--- src/rtl/sseg_pkg.sv ---
// ---------------------------------------------------------------------------
// sseg_pkg
// Shared types and helpers for the seven-segment scan controller.
//   scan_state_t : controller state (IDLE = display blanked, SCAN = rotating)
//   AN_OFF       : anode pattern with every digit dark (anodes are active low)
//   an_onehot()  : active-low one-hot anode pattern for a digit index
// ---------------------------------------------------------------------------
package sseg_pkg;

    typedef enum logic {
        IDLE = 1'b0,
        SCAN = 1'b1
    } scan_state_t;

    localparam logic [3:0] AN_OFF = 4'b1111;

    // Only the selected digit's anode is pulled low.
    function automatic logic [3:0] an_onehot(input logic [1:0] sel);
        logic [3:0] one_hot;
        one_hot = 4'b0001 << sel;
        return ~one_hot;
    endfunction

endpackage

--- src/rtl/sseg_scan_ctrl_refresh_tick.sv ---
// ---------------------------------------------------------------------------
// refresh_tick
// Digit-slot divider. Counts clk cycles while run=1 and raises tick for one
// cycle every REFRESH_DIV cycles. The counter is held at 0 while run=0, so the
// first tick after run rises comes exactly REFRESH_DIV cycles later.
// Ports:
//   clk   in  1  system clock
//   reset in  1  synchronous, active-high reset
//   run   in  1  count enable; 0 clears and holds the counter
//   tick  out 1  high on the last cycle of each slot (cnt == REFRESH_DIV-1)
// ---------------------------------------------------------------------------
module refresh_tick #(
    parameter int REFRESH_DIV = 100000,
    parameter int CNT_W       = $clog2(REFRESH_DIV)
) (
    input  logic clk,
    input  logic reset,
    input  logic run,
    output logic tick
);

    localparam logic [CNT_W-1:0] CNT_LAST = CNT_W'(REFRESH_DIV - 1);
    localparam logic [CNT_W-1:0] CNT_ONE  = CNT_W'(1);

    logic [CNT_W-1:0] cnt;

    always_ff @(posedge clk) begin
        if (reset || !run) begin
            cnt <= '0;
        end else if (tick) begin
            cnt <= '0;
        end else begin
            cnt <= cnt + CNT_ONE;
        end
    end

    assign tick = (cnt == CNT_LAST);

endmodule

--- src/rtl/sseg_scan_ctrl.sv ---
// ---------------------------------------------------------------------------
// sseg_scan_ctrl
// Time-multiplexed refresh controller for a 4-digit seven-segment display.
// Rotates digit_sel/an through the four digits, one slot per REFRESH_DIV
// cycles, and snapshots value/mode/sign once per frame (on the 3->0 wrap, or
// when scanning starts) so the segment path never sees a half-updated value.
// Ports:
//   clk          in  1   system clock
//   reset        in  1   synchronous, active-high reset
//   en           in  1   1 = scan display, 0 = blank all digits
//   data_in      in  16  value to display
//   hex_dec_in   in  1   mode for next frame (1 = hex, 0 = decimal)
//   sign_in      in  1   negative flag for next frame
//   data_out     out 16  frame-stable copy of data_in
//   hex_dec_out  out 1   frame-stable mode
//   sign_out     out 1   frame-stable sign
//   digit_sel    out 2   digit currently driven, 0 = rightmost
//   an           out 4   active-low anode enables, one-hot-low while scanning
//   frame_start  out 1   one-cycle pulse on the cycle the snapshot is taken
// Configuration:
//   SSEG_SCAN_BLANK_EN  when defined, leading zero digits are kept dark in hex
//                       mode (digit 0 never, digit 3 not while sign_out=1).
// ---------------------------------------------------------------------------
module sseg_scan_ctrl
    import sseg_pkg::*;
#(
    parameter int REFRESH_DIV = 100000,
    parameter int CNT_W       = $clog2(REFRESH_DIV)
) (
    input  logic        clk,
    input  logic        reset,
    input  logic        en,
    input  logic [15:0] data_in,
    input  logic        hex_dec_in,
    input  logic        sign_in,
    output logic [15:0] data_out,
    output logic        hex_dec_out,
    output logic        sign_out,
    output logic [1:0]  digit_sel,
    output logic [3:0]  an,
    output logic        frame_start
);

    scan_state_t state;
    scan_state_t state_nxt;

    logic        tick;
    logic [1:0]  sel_nxt;
    logic [3:0]  an_nxt;
    logic        snap;
    logic        light;
    logic [15:0] data_nxt;
    logic        hex_nxt;
    logic        sign_nxt;

    refresh_tick #(
        .REFRESH_DIV (REFRESH_DIV),
        .CNT_W       (CNT_W)
    ) u_refresh_tick (
        .clk   (clk),
        .reset (reset),
        .run   (en),
        .tick  (tick)
    );

`ifdef SSEG_SCAN_BLANK_EN
    // Returns all-ones (digit dark) when the selected digit is a leading zero.
    // lead_zero[k] means nibbles k..3 are all zero.
    function automatic logic [3:0] blank_mask(input logic [1:0]  sel,
                                              input logic [15:0] d,
                                              input logic        hex,
                                              input logic        sign);
        logic [3:0] lead_zero;
        logic       blank;
        lead_zero[3] = (d[15:12] == 4'h0);
        lead_zero[2] = lead_zero[3] && (d[11:8] == 4'h0);
        lead_zero[1] = lead_zero[2] && (d[7:4] == 4'h0);
        lead_zero[0] = 1'b0;
        blank = hex && lead_zero[sel] && !((sel == 2'd3) && sign);
        return blank ? 4'b1111 : 4'b0000;
    endfunction
`endif

    always_ff @(posedge clk) begin
        if (reset) begin
            state <= IDLE;
        end else begin
            state <= state_nxt;
        end
    end

    // en=0 wins over a same-cycle tick, so SCAN drops straight to IDLE.
    always_comb begin
        state_nxt = state;
        case (state)
            IDLE:    if (en && tick) state_nxt = SCAN;
            SCAN:    if (!en)        state_nxt = IDLE;
            default: state_nxt = IDLE;
        endcase
    end

    // Next values for the registered outputs. The snapshot is taken only when
    // scanning starts or the rotation wraps from digit 3 back to digit 0.
    always_comb begin
        sel_nxt = digit_sel;
        an_nxt  = an;
        snap    = 1'b0;
        light   = 1'b0;
        case (state)
            IDLE: begin
                sel_nxt = 2'd0;
                an_nxt  = AN_OFF;
                if (en && tick) begin
                    snap  = 1'b1;
                    light = 1'b1;
                end
            end
            SCAN: begin
                if (!en) begin
                    sel_nxt = 2'd0;
                    an_nxt  = AN_OFF;
                end else if (tick) begin
                    sel_nxt = digit_sel + 2'd1;
                    snap    = (digit_sel == 2'd3);
                    light   = 1'b1;
                end
            end
            default: begin
                sel_nxt = 2'd0;
                an_nxt  = AN_OFF;
            end
        endcase

        data_nxt = snap ? data_in    : data_out;
        hex_nxt  = snap ? hex_dec_in : hex_dec_out;
        sign_nxt = snap ? sign_in    : sign_out;

        // Blanking looks at the snapshot the new slot will actually display.
        if (light) begin
`ifdef SSEG_SCAN_BLANK_EN
            an_nxt = an_onehot(sel_nxt) | blank_mask(sel_nxt, data_nxt, hex_nxt, sign_nxt);
`else
            an_nxt = an_onehot(sel_nxt);
`endif
        end
    end

    always_ff @(posedge clk) begin
        if (reset) begin
            digit_sel   <= 2'd0;
            an          <= AN_OFF;
            data_out    <= 16'h0000;
            hex_dec_out <= 1'b0;
            sign_out    <= 1'b0;
            frame_start <= 1'b0;
        end else begin
            digit_sel   <= sel_nxt;
            an          <= an_nxt;
            data_out    <= data_nxt;
            hex_dec_out <= hex_nxt;
            sign_out    <= sign_nxt;
            frame_start <= snap;
        end
    end

endmodule

--- config.mk ---
export PLATFORM = sky130hd
export DESIGN_NAME = sseg_scan_ctrl
export DESIGN_NICKNAME = d
export VERILOG_FILES = /design/src/rtl/sseg_pkg.sv /design/src/rtl/sseg_scan_ctrl_refresh_tick.sv /design/src/rtl/sseg_scan_ctrl.sv
export SDC_FILE = /design/constraint.sdc
export NUM_CORES = 1
export LEC_CHECK = 0
export ABC_AREA = 0
export CORE_MARGIN = 2
export CORE_UTILIZATION = 49
export DETAILED_ROUTE_END_ITERATION = 8
export GPL_TIMING_DRIVEN = 0
export PLACE_DENSITY = 0.76
export SLEW_MARGIN = 20
export SYNTH_ARGS = -nofsm -noshare
export SYNTH_HDL_FRONTEND = slang
export SYNTH_HIERARCHICAL = 1
export SYNTH_SLANG_ARGS = --single-unit
--- constraint.sdc ---
create_clock -name clk -period 2.6 [get_ports clk]
set_input_delay 0.26 -clock clk [delete_from_list [all_inputs] [get_ports clk]]
set_output_delay 0.26 -clock clk [all_outputs]
set_load 0.01 [all_outputs]
Word-level counts from Yosys, hierarchy flattened
Cells that the tools add are included.
{"block": "classes", "reduce_logical": 4, "n_mux": 15, "add_sub_neg": 2, "bitwise_logic": 2, "shifts": 1, "eq_ne": 3}
{"operator": "$add A17 B1 Y17 const B", "n": 1}
{"operator": "$eq A17 B17 Y1 const B", "n": 1}
{"operator": "$mux W4", "n": 2}
{"operator": "$pmux W4 S2", "n": 1}
{"operator": "$mux W1", "n": 6}
{"operator": "$pmux W1 S2", "n": 3}
{"operator": "$mux W2", "n": 2}
{"operator": "$not A4 Y4", "n": 1}
{"operator": "$pmux W2 S2", "n": 1}
{"operator": "$shl A1 B2 Y4 const A", "n": 1}
{"operator": "$ne A3 B2 Y1 const B", "n": 1}
{"operator": "$add A2 B1 Y2 const B", "n": 1}
{"operator": "$eq A2 B2 Y1 const B", "n": 1}
{"operator": "$reduce_or A2 Y1", "n": 1}
{"operator": "$logic_and A1 B1 Y1", "n": 1}
{"operator": "$logic_not A1 Y1", "n": 1}
{"operator": "$logic_or A1 B1 Y1", "n": 1}
{"operator": "$not A1 Y1", "n": 1}
{"block": "word_totals", "out_inout_bits": 25, "in_bits": 21, "regBits": 43}

Logic depth before layout (Yosys ltp)
{"block": "depth", "ltp_word": 7, "mapped_depth": 9, "ltp_nobuf": 7}

By module
Netlist, hierarchy kept.
{"module": "sseg_scan_ctrl", "area_each_um2": 1132.3, "n_inst": 1, "seq_area_each_um2": 520.5, "cells_each": 113}
{"module": "refresh_tick", "area_each_um2": 802.0, "n_inst": 1, "seq_area_each_um2": 340.3, "cells_each": 88}

Worst setup path after synthesis
OpenSTA, ideal clock, no wires.
{"block": "synth_path", "kind": "register to register", "from": "register u_refresh_tick.cnt[0]", "to": "register data_out[15]", "required_time_ps": 2528, "path_stages_with_launch": 10, "period_less_slack_ps": 1987, "arrival_time_ps": 1915, "path_slack_ps": 613, "setup_ps": 72, "path_cell_list": "dfxtp_1 ha_1 nand4_4 or2_4 nor3_1 nand2_1 a21oi_2 buf_6 buf_12 mux2i_1"}
{"block": "synth_via", "elab_chain_cells": 4}
{"item": "start: declaration", "line_no": "sseg_scan_ctrl_refresh_tick.sv:25", "rtl": "logic [CNT_W-1:0] cnt;"}
{"item": "start signal: assignment", "line_no": "sseg_scan_ctrl_refresh_tick.sv:33", "rtl": "cnt <= cnt + CNT_ONE;"}
{"item": "$eq A17 B17 Y1 *", "line_no": "sseg_scan_ctrl_refresh_tick.sv:37", "rtl": "assign tick = (cnt == CNT_LAST);"}
{"item": "net tick", "line_no": "sseg_scan_ctrl.sv:47", "rtl": "logic tick;"}
{"item": "$mux W1 / $logic_and A1 B1 Y1 (equally long branches)", "line_no": "sseg_scan_ctrl.sv:122, sseg_scan_ctrl.sv:113"}
{"item": "$mux W1, on equally long branches", "line_no": "sseg_scan_ctrl.sv:119, sseg_scan_ctrl.sv:113"}
{"item": "$pmux W1 S2 *", "line_no": "sseg_scan_ctrl.sv:109", "rtl": "case (state)"}
{"item": "end signal: assignment", "line_no": "sseg_scan_ctrl.sv:159", "rtl": "data_out <= data_nxt;"}
{"item": "end: declaration", "line_no": "sseg_scan_ctrl.sv:36", "rtl": "output logic [15:0] data_out,"}
The timed path passes the listed nets; every way through them passes the cells marked *.
A chain may end at the register's enable or synchronous reset.

Worst setup path in the final report
{"block": "layout_path", "from": "register u_refresh_tick.cnt[0]", "to": "register data_out[7]"}
The elaborated chain is that of the path after synthesis.

==> flow_summary.ini <==
[clock_tree]
cts_buffer_depth = 2
numCtsBuffers = 5
cts_hold_buf = 0
cts-htree-levels = 2
clk_pin_slew_ns = 0.08
clkSinkCount = 43
cts-root-buf = clkbuf_8
cts_resized = 0
clock_latency_ns = 0.29
cts_tree = done
post-cts-setup-buffer-count = 0

[placement]
globalplace.congestion = 0.818
placed_area_um2 = 2440
portBuffers = 45
place_hpwl_um = 2710
dp_slack_ns = 0.324

[sta]
hold_ws_ns = 0.467
slew_headroom = 0.707
fin_skew_ns = 0.00403
tns_ns = 0
slew_viol_final = 0
setup_slack_ns = 0.332
fmax_mhz = 441
hold_violations = 0
min_period_ns = 2.27
rsz0062_at_grt = no
tightest_slew_ns = 0.438
setup_viol = 0
timing.final.crit_share = 0.872

[power_and_ir_drop]
ir_drop_mv = 0.378
seqPwrFrac = 0.558
p_total_mw = 1.18
pwr-share-clk = 0.385
power_switching_mw = 0.239
switching_share = 0.202
p_int_mw = 0.945
combPwrFrac = 0.057
power_density_nw_per_um2 = 465
power.leakage_nw = 0.840

[synth]
yosys.area.top_type = dfxtp_1
async_flop_share = 0
synth-edff-count = 0
synth_cell_types = 36
netlist_instances = 201
yosysTopAreaCellShare = 0.445
synth_area_um2 = 1930
synth_top_flop_cell = dfxtp_1
ys_warn_count = 6
ys_seq_area_frac = 0.445
yosys_register_bits = 43
yosys-top-cells-area = dfxtp_1 45%, nand2b_1 12%, mux2i_1 9.3%
syn-num-nets = 224
synth.avg_cell_area_um2 = 9.62

[layout]
finalInstanceArea_um2 = 2540
fin_nets = 276
final_layout_size_suffix_gt1_frac = 0.0787
diodes = 0
syn_to_final_growth_pct = 31.6

[detailed_routing]
viasPerCell = 4.91
drtPass1Iterations = 4
wl_um = 3710
routedWlPerCell_um = 12.3
dr.first_iter.drc_count = 49
drc = 0
antenna_left = 0
vias = 1484

[worst_setup_path]
cp.required_ns = 2.82
r2r_end = data_out[7]$_SDFFE_PP0P_
worst_setup_path_end_kind = flop
reg2reg_depth = 9
startpoint_type = flop
crit_path_max_fanout = 10
worst-setup-path-type = reg -> reg
arrival_ns = 2.49
reg2reg_slack_ns = 0.33
timing.rr.start = u_refresh_tick/cnt[0]$_SDFF_PP0_

[run]
maxCapViolations = 0

[die]
rows = 22
io_pins = 46
die_x_um = 66.8
start_util = 0.521
dieArea_um2 = 4470
core_um2 = 3720
die_y_um = 66.8

[hold_path]
holdPathEnd = u_refresh_tick/cnt[0]$_SDFF_PP0_
hold_class = reg -> reg
hp-start = u_refresh_tick/cnt[0]$_SDFF_PP0_
hold_path_depth = 1

[grt]
grt_pass1_wl_um = 6390
grt_usage = 0.188
antenna_found_initial = 0
overflow = 0
grt_max_degree = 13
grt_pass1_vias = 1464

[outcome]
status = finished clean
area by class of cell:
class / count / area, um^2
tap: 48 / 60.1
multi-input combinational: 144 / 986
timing repair buffer: 45 / 450
buffer: 9 / 68.8
fill: 309 / 1170
clock buffer: 8 / 100
inverter: 5 / 18.8
sequential: 43 / 861
registers in the layout, indices dropped and copies added, names as in the netlist:
name and flops:
state 1, u_refresh_tick/cnt 17, digit_sel 2, sign_out 1
hex_dec_out 1, data_out 16, an 4, frame_start 1
kinds of logic (layout without fill, tap and decap cells):
family                     after synthesis  count (layout)  share of synthesized area
muxes                                   18              18                     0.0931
adders and majority gates                2               2                     0.0129
and+or+nand+nor                        100             100                      0.294
buffers and inverters                   14              67                     0.0453
AOI/OAI and AO/OA                        8               8                     0.0375
xor gates and xnor gates                16              16                     0.0724
DFF                                     43              43                      0.445
cells in the mapped netlist (2+ instances only):
master,n
nand4_1,5
ha_1,2
inv_1,4
mux2i_1,18
nand2_1,10
nor2b_1,4
dfxtp_1,43
nor2_1,20
nor3_1,4
nand3_1,6
buf_2,2
buf_6,2
nand2b_1,37
xor2_1,4
nor4_1,6
xnor2_1,12
clkbuf_1,3
routing by layer:
layer,vias to the layer above,global-route usage,share of wire
li1,773,-,-
met4,0,0.0791,0.012
met5,-,0,0
met3,5,0.0473,0.053
met2,33,0.304,0.45
met1,673,0.236,0.48
through the flow:
step / instances / util
2_1_floorplan: 201 / -
3_3_place_gp: 294 / 0.658
3_5_place_dp: 294 / 0.658
4_1_cts: 302 / 0.685
5_1_grt: 302 / 0.685
6_report: 302 / 0.685
power by group through the flow:
stage               clock [mW]  sequential (mW)  combinational [mW]
CTS                      0.469            0.661              0.0686
global route             0.500            0.661              0.0735
detailed placement           0            0.676              0.0678
floorplan                    0            0.676              0.0293
global placement             0            0.676              0.0674
finish                   0.456            0.661              0.0675
critical path, cell delays in order, from the launching register on:
cell     delay (ns)
dfxtp_1        0.38
ha_1           0.29
nand4_4        0.16
or2_4          0.29
nor3_1         0.31
nand2_1        0.11
a21oi_2        0.13
buf_6          0.18
buf_12         0.16
mux2i_1        0.19
worst max path at each step:
stage | from | endpoint | slack, ns | depth (start not counted)
after floorplan | u_refresh_tick/cnt[0]$_SDFF_PP0_ | data_out[15]$_SDFFE_PP0P_ | 0.61 | 9
after global placement | u_refresh_tick/cnt[0]$_SDFF_PP0_ | sign_out$_SDFFE_PP0P_ | 0.37 | 9
final | u_refresh_tick/cnt[0]$_SDFF_PP0_ | data_out[7]$_SDFFE_PP0P_ | 0.33 | 9
after global routing | u_refresh_tick/cnt[0]$_SDFF_PP0_ | sign_out$_SDFFE_PP0P_ | 0.15 | 9
after CTS | u_refresh_tick/cnt[0]$_SDFF_PP0_ | data_out[15]$_SDFFE_PP0P_ | 0.30 | 9
after detailed placement | u_refresh_tick/cnt[0]$_SDFF_PP0_ | data_out[7]$_SDFFE_PP0P_ | 0.32 | 9
placed cells by master (no fill, tap or decap), types with 2 or more instances in the layout:
cell             Yosys  layout
mux2i_1             18      18
dfxtp_1             43      43
clkbuf_8             0       7
xor2_1               4       4
nand4_1              5       5
nor4_1               6       6
clkbuf_1             3       4
buf_6                2       2
nor2_1              20      20
inv_1                4       4
xnor2_1             12      12
nand2b_1            37      37
nor2b_1              4       4
ha_1                 2       2
buf_2                2       2
clkdlybuf4s50_1      0      45
nand3_1              6       6
nor3_1               4       4
nand2_1             10      10
No activity file was read; power rests on OpenSTA's default activity.
